<file path="config.mk">
export PLATFORM = sky130hd
export DESIGN_NAME = tff_pulse_seq
export DESIGN_NICKNAME = d
export VERILOG_FILES = /design/src/rtl/tff_pulse_seq.sv
export SDC_FILE = /design/constraint.sdc
export NUM_CORES = 1
export LEC_CHECK = 0
export ABC_AREA = 1
export CORE_MARGIN = 2
export CORE_UTILIZATION = 42
export CTS_CLUSTER_DIAMETER = 120
export CTS_CLUSTER_SIZE = 8
export DETAILED_ROUTE_END_ITERATION = 6
export PLACE_DENSITY_LB_ADDON = 0.05
export SYNTH_ARGS = -nofsm -noshare
export SYNTH_HDL_FRONTEND = slang
export SYNTH_SLANG_ARGS = --single-unit
</file>
<file path="constraint.sdc">
create_clock -name clk -period 2.04 [get_ports clk]
set_input_delay 0.51 -clock clk [delete_from_list [all_inputs] [get_ports clk]]
set_output_delay 0.51 -clock clk [all_outputs]
set_load 0.03 [all_outputs]
</file>
<file path="src/rtl/tff_pulse_seq.sv">
// Toggle-pulse sequencer: emits a programmed train of one-cycle t_out pulses,
// spaced by a programmable idle gap, then strobes done.
module tff_pulse_seq #(
  parameter int CNT_W = 8,
  parameter int GAP_W = 4
) (
  input  logic             clk,
  input  logic             rst,
  input  logic             start,
  input  logic [CNT_W-1:0] cnt_in,
  input  logic [GAP_W-1:0] gap_in,
  input  logic             abort,
  output logic             t_out,
  output logic             busy,
  output logic             done,
  output logic [CNT_W-1:0] pulses_left
);

  typedef enum logic [1:0] {
    IDLE  = 2'd0,
    PULSE = 2'd1,
    GAP   = 2'd2,
    DONE  = 2'd3
  } state_t;

  state_t           state, state_nxt;
  logic [CNT_W-1:0] left_q, left_nxt;
  logic [GAP_W-1:0] gap_reg, gap_reg_nxt;
  logic [GAP_W-1:0] gap_cnt, gap_cnt_nxt;

  // NOTE: every signal gets its hold value first, so no path leaves it unassigned and no latch is inferred.
  always_comb begin
    state_nxt   = state;
    left_nxt    = left_q;
    gap_reg_nxt = gap_reg;
    gap_cnt_nxt = gap_cnt;

    unique case (state)
      IDLE: begin
        if (start) begin
          if (cnt_in != '0) begin
            left_nxt    = cnt_in;
            gap_reg_nxt = gap_in;
            state_nxt   = PULSE;
          end else begin
            state_nxt   = DONE;
          end
        end
      end

      PULSE: begin
        // PULSE is only entered with left_q >= 1, so this never underflows.
        left_nxt = left_q - CNT_W'(1);
        if (left_q == CNT_W'(1)) begin
          state_nxt = DONE;
        end else if (gap_reg == '0) begin
          state_nxt = PULSE;
        end else begin
          gap_cnt_nxt = gap_reg;
          state_nxt   = GAP;
        end
      end

      GAP: begin
        gap_cnt_nxt = gap_cnt - GAP_W'(1);
        if (gap_cnt == GAP_W'(1)) begin
          state_nxt = PULSE;
        end
      end

      DONE: begin
        state_nxt = IDLE;
      end

      default: begin
        state_nxt = IDLE;
      end
    endcase

    // Abort overrides every transition out of an active state.
    if (abort && (state != IDLE)) begin
      state_nxt   = IDLE;
      left_nxt    = '0;
      gap_cnt_nxt = '0;
    end
  end

  // NOTE: sequential state uses non-blocking assignments so all registers update together at the edge.
  always_ff @(posedge clk) begin
    if (rst) begin
      state   <= IDLE;
      left_q  <= '0;
      gap_reg <= '0;
      gap_cnt <= '0;
    end else begin
      state   <= state_nxt;
      left_q  <= left_nxt;
      gap_reg <= gap_reg_nxt;
      gap_cnt <= gap_cnt_nxt;
    end
  end

  // Outputs decode the state register only; no input reaches them combinationally.
  assign t_out       = (state == PULSE);
  assign busy        = (state != IDLE);
  assign done        = (state == DONE);
  assign pulses_left = left_q;

endmodule

</file>
# Yosys cells after proc, flatten, opt, wreduce, memory -nomap -nowiden
# Index checks and enable logic that the tools add are counted.
word_totals:
  ff_bits: 18
  wordCells: 40
op_classes:
  add_sub_neg: 2
  eq_ne: 10
  muxes: 12
  reduce_logical: 12
ops:
  columns: ["cell", "n"]
  rows:
  - ["$mux 8", 2]
  - ["$pmux 8 s2", 1]
  - ["$mux 2", 5]
  - ["$ne 2x2->1 const B", 5]
  - ["$reduce_and 3->1", 3]
  - ["$eq 8x1->1 const B", 1]
  - ["$mux 4", 2]
  - ["$pmux 2 s4", 1]
  - ["$pmux 4 s2", 1]
  - ["$reduce_bool 8->1", 1]
  - ["$sub 8x1->8 const B", 1]
  - ["$reduce_bool 2->1", 3]
  - ["$eq 2x2->1 const B", 2]
  - ["$eq 4x1->1 const B", 1]
  - ["$logic_not 4->1", 1]
  - ["$sub 4x1->4 const B", 1]
  - ["$eq 2x1->1 const B", 1]
  - ["$logic_not 2->1", 1]
  - ["$reduce_and 2->1", 1]
  - ["$reduce_or 2->1", 1]
  - ["$logic_and 1x1->1", 1]

# Depth between registers and ports, before layout
# Gate-level depths: netlist (run 1).
depth:
  word_depth: 4
  ltp_mapped: 11
  depth_no_buf: 9

# Least setup slack after synthesis (run 1)
# Ideal clock, no wire load.
synth_timing:
  path_kind: "flip-flop to flip-flop"
  start: "register state[1]"
  end: "register left_q[7] (netlist: pulses_left[7])"
  setup_ns: 0.117
  t_arrival_ns: 1.498
  required_time_ns: 1.923
  slack_ns: 0.424
  stages_incl_launch_ff: 12
  n_path_buf: 2
  period_less_slack_ns: 1.616
  cell_sequence: "dfxtp_1 inv_1 ha_1 buf_4 inv_1 nor2_1 inv_1 nand2_2 buf_6 nand2_1 nor2_1 nor2_1"
synth_between:
  elab_chain_cells: 3
  word_cells_on_any_way: 10
  cone_classes: "eq/ne (3); mux (1); reduce/logical (6)"
synth_lines:
  columns: ["element", "line_no", "source"]
  rows:
  - ["start, declared", "26", "state_t state, state_nxt;"]
  - ["start signal, assigned", "96", "state <= state_nxt;"]
  - ["$eq 2x1->1 *", null, null]
  - ["via t_out", "13", "output logic t_out,"]
  - ["$reduce_bool 2->1 (no source line)", null, null]
  - ["$reduce_and 3->1 (no source line)", null, null]
  - ["end signal, assigned", "97", "left_q <= left_nxt;"]
  - ["end, declared", "27", "logic [CNT_W-1:0] left_q, left_nxt;"]
# Mark *: on every way through the listed nets, which the timed path passes. The rest lies on a longest branch.
# A chain may end at the register's enable or synchronous reset.

# Worst setup path after layout (run 1)
layout_timing:
  start: "register left_q[6] (netlist: pulses_left[6])"
  end: "output port pulses_left[6]"
layout_rtl:
  columns: ["element", "line_no", "source"]
  rows:
  - ["end, declared", "16", "output logic [CNT_W-1:0] pulses_left"]
# No word-level cell between the ends.

==> metrics.md, run 1 <==
| Metric | Value |
|---|---|
| # port buffers | 26 |
| RD Place Congestion | 0.8294 |
| Yosys reg bits | 18 |
| Via/cell ratio | 4.992 |
| H-tree Lvls | 1 |
| Inserted Diodes | 0 |
| DRC viols | 0 |
| Worst path bufs/invs | 1 |
| First-pass GRT wire length | 5292 microns |
| Cells after Synth | 199 |
| Arrival time of the worst setup path | 1.47 ns |
| Worst Max-Slew Pin Slew | 0.4682 ns |
| CTS tree | done |
| R2R cell count | 8 |
| Final core utilization | 0.5585 |
| Min-Delay Path Class | flop to flop |
| Max clock buf depth | 2 |
| Slowest Stage Delay on Critical Path | 0.72 ns |
| Critical path peak fanout | 6 |
| Area taken by multi-input logic gates | 743.2 sq um |
| RSZ-0062 raised after global routing | false |
| Synth cell types | 21 |
| Detailed Routing Iterations Pass 1 | 4 |
| Fin crit period | 1.983 ns |
| Vias | 1298 |
| Layout Skew | 0.005240 ns |
| Post-synthesis sequential area ratio | 0.2960 |
| Routed length per instance | 11.93 microns |
| Syn avg cell area | 6.118 sq um |
| Nets@finish | 255 |
| ANT nets after route | 0 |
| Layout Area Growth over Synthesis | 26.52% |
| Total Power | 2.485 mW |
| Crit share post-route | 0.9718 |
| GRT Total Usage | 0.2036 |
| Setup violators final | 0 |
| FF+latch area | 360.3 sq um |
| Mapped Area | 0.001217 sq mm |
| LEAKAGE | 0.7441 nW |
| Gr ovfl total | 0 |
| CP max stage cell | clkdlybuf4s50_1 |
| CTS Hold Bufs | 0 |
| Die H | 57.84 microns |
| Setup TNS | 0 ns |
| # Max-Cap Violations | 0 |
| CP Launch Type | flop |
| Relative slew slack | 0.6879 |
| Power Dens Cells | 1614 mW/mm^2 |
| Row cnt | 19 |
| Later-pin clock latency in the skew report | 0.29 ns |
| Fillers | 290 |
| # IOs | 27 |
| Initial antenna violation count | 0 |
| WHS Path Cells | 2 |
| Placed cells | 257 |
| CP top delay family | buffers and inverters |
| Num CTS Buffers | 3 |
| Post-CTS Setup Bufs | 0 |
| Post-route insts no fill | 260 |
| Fin. Hold Viols | 0 |
| Maximum achievable frequency | 0.5044 GHz |
| CP endpoint kind | output pin |
| Vias in the first global route | 1227 |
| CTS Sinks | 18 |
| Yosys warning total | 0 |
| CTS Root Cell | clkbuf_4 |
| Core area | 0.002758 sq mm |
| Final wirelength | 3101 microns |
| Syn nets | 223 |
| Max-slew violation total from the final report | 0 |
| Starting density of the core | 0.4415 |
| Crit path cell chain | clkdlybuf4s50_1 |
| Worst Path Required | 1.53 ns |
| Die area | 0.003345 sq mm |
| DP HPWL | 2444 microns |
| Width of the die | 57.84 microns |
| Number of flip-flops in the largest register | 8 |
| Largest net degree at the start of global routing | 12 |
| Crit Path Class | flop to output pin |
| Status | finished, final reports clean |
| Crit. path cell count | 1 |
| Initial DRC count | 48 |
| VDD IR-drop max | 983.4 uV |
| Reg clk slew, reported paths | 0.11 ns |
| Fraction of layout cells with a size suffix above 1 | 0.06114 |
cells in the final DEF (no fill, tap or decap), drive strengths merged:
cell            n
nor2           52
nand2          47
inv            22
clkdlybuf4s50  22
o21ai          21
dfxtp          18
nand3          14
ha              8
a21oi           6
buf             5
clkbuf          4
nor3            2
dlygate4sd2     2
o21bai          2
or2             1
and2            1
nand4           1
dlymetal6s2s    1
worst reg2reg max path, delay by kind of cell (launching register included):
kind / cells / cell delay, ns
buffers and inverters: 4 / 0.53
and+or+nand+nor: 2 / 0.12
DFF: 1 / 0.37
AOI/OAI and AO/OA: 1 / 0.40
adders and majority gates: 1 / 0.20
cell type report:
type                       count  share of cell area
multi-input combinational    155              0.4825
sequential                    18              0.2340
timing repair buffer          31              0.1901
inverter                      22             0.05361
tap                           31             0.02518
clock buffer                   3             0.01462
kinds of logic (layout without fill, tap and decap cells):
group	after synthesis	in the layout	synth area share
AND/OR/NAND/NOR	118	118	0.3926
AO/OA/AOI/OAI	29	29	0.1357
flip-flops	18	18	0.2960
adder cells (fa/ha/maj)	8	8	0.08222
buffers and inverters	26	56	0.09352
path summary, 6_finish.rpt:
path / startpoint / slack (ns) / end
setup / recovery: pulses_left[6]$_SDFFE_PP0P_ / 0.06 / pulses_left[6]
setup reg to reg: state[0]$_SDFFE_PP0P_ / 0.36 / gap_cnt[1]$_SDFFE_PP0P_
hold reg to reg: gap_reg[3]$_SDFFE_PP0P_ / 0.52 / gap_reg[3]$_SDFFE_PP0P_
hold / removal: gap_reg[3]$_SDFFE_PP0P_ / 0.52 / gap_reg[3]$_SDFFE_PP0P_
metrics by stage:
stage / hold slack [ns] / instance area [sq um] / setup slack (ns)
2_1_floorplan: 0.4769 / 1217 / 0.4245
6_report: 0.5243 / 1540 / 0.05747
3_5_place_dp: 0.5050 / 1523 / 0.06628
4_1_cts: 0.5227 / 1543 / 0.008641
5_1_grt: 0.5384 / 1540 / 0.003291
3_3_place_gp: 0.4967 / 1523 / 0.08427
synth_stat cells:
cell,instances,area (sq um)
nor2_1,52,195.2
nand2_1,46,172.7
inv_1,22,82.58
o21ai_0,19,95.09
dfxtp_1,18,360.4
nand3_1,13,65.06
ha_1,8,100.1
a21oi_1,5,25.02
buf_4,2,15.01
nor3_1,2,10.01
o21ai_1,2,10.01
a21oi_2,1,8.760
and2_1,1,6.260
buf_2,1,5.000
buf_6,1,11.26
nand2_2,1,6.260
nand3_2,1,10.01
nand4_1,1,6.260
o21bai_1,1,7.510
o21bai_4,1,18.77
or2_2,1,6.260
where the power goes:
part           switching, mW  internal (mW)
registers              0.173          0.506
logic                   1.00          0.622
clock network          0.116         0.0687
total                   1.29           1.20
per-layer routing:
layer / vias to the layer above / GRT usage / wire [microns]
li1: 686 / - / -
met1: 575 / 0.2476 / 1383
met2: 33 / 0.3523 / 1540
met3: 4 / 0.03571 / 141
met4: 0 / 0.08638 / 35
met5: - / 0 / 0
what timing repair did:
action | in CTS | in global routing
gates resized for setup | 4 | 2
pin swaps | 0 | 0
setup endpoints to repair | 3 | 2
(Power assumes the default switching activity.)
==> inputs of run 2 (changes only) <==
--- a/config.mk
+++ b/config.mk
@@ -15,3 +15,4 @@
 export SYNTH_ARGS = -nofsm -noshare
 export SYNTH_HDL_FRONTEND = slang
 export SYNTH_SLANG_ARGS = --single-unit
+export TNS_END_PERCENT = 50
==> results of run 2 <==
Final layout, timing and power as in run 1 (identical DEF).
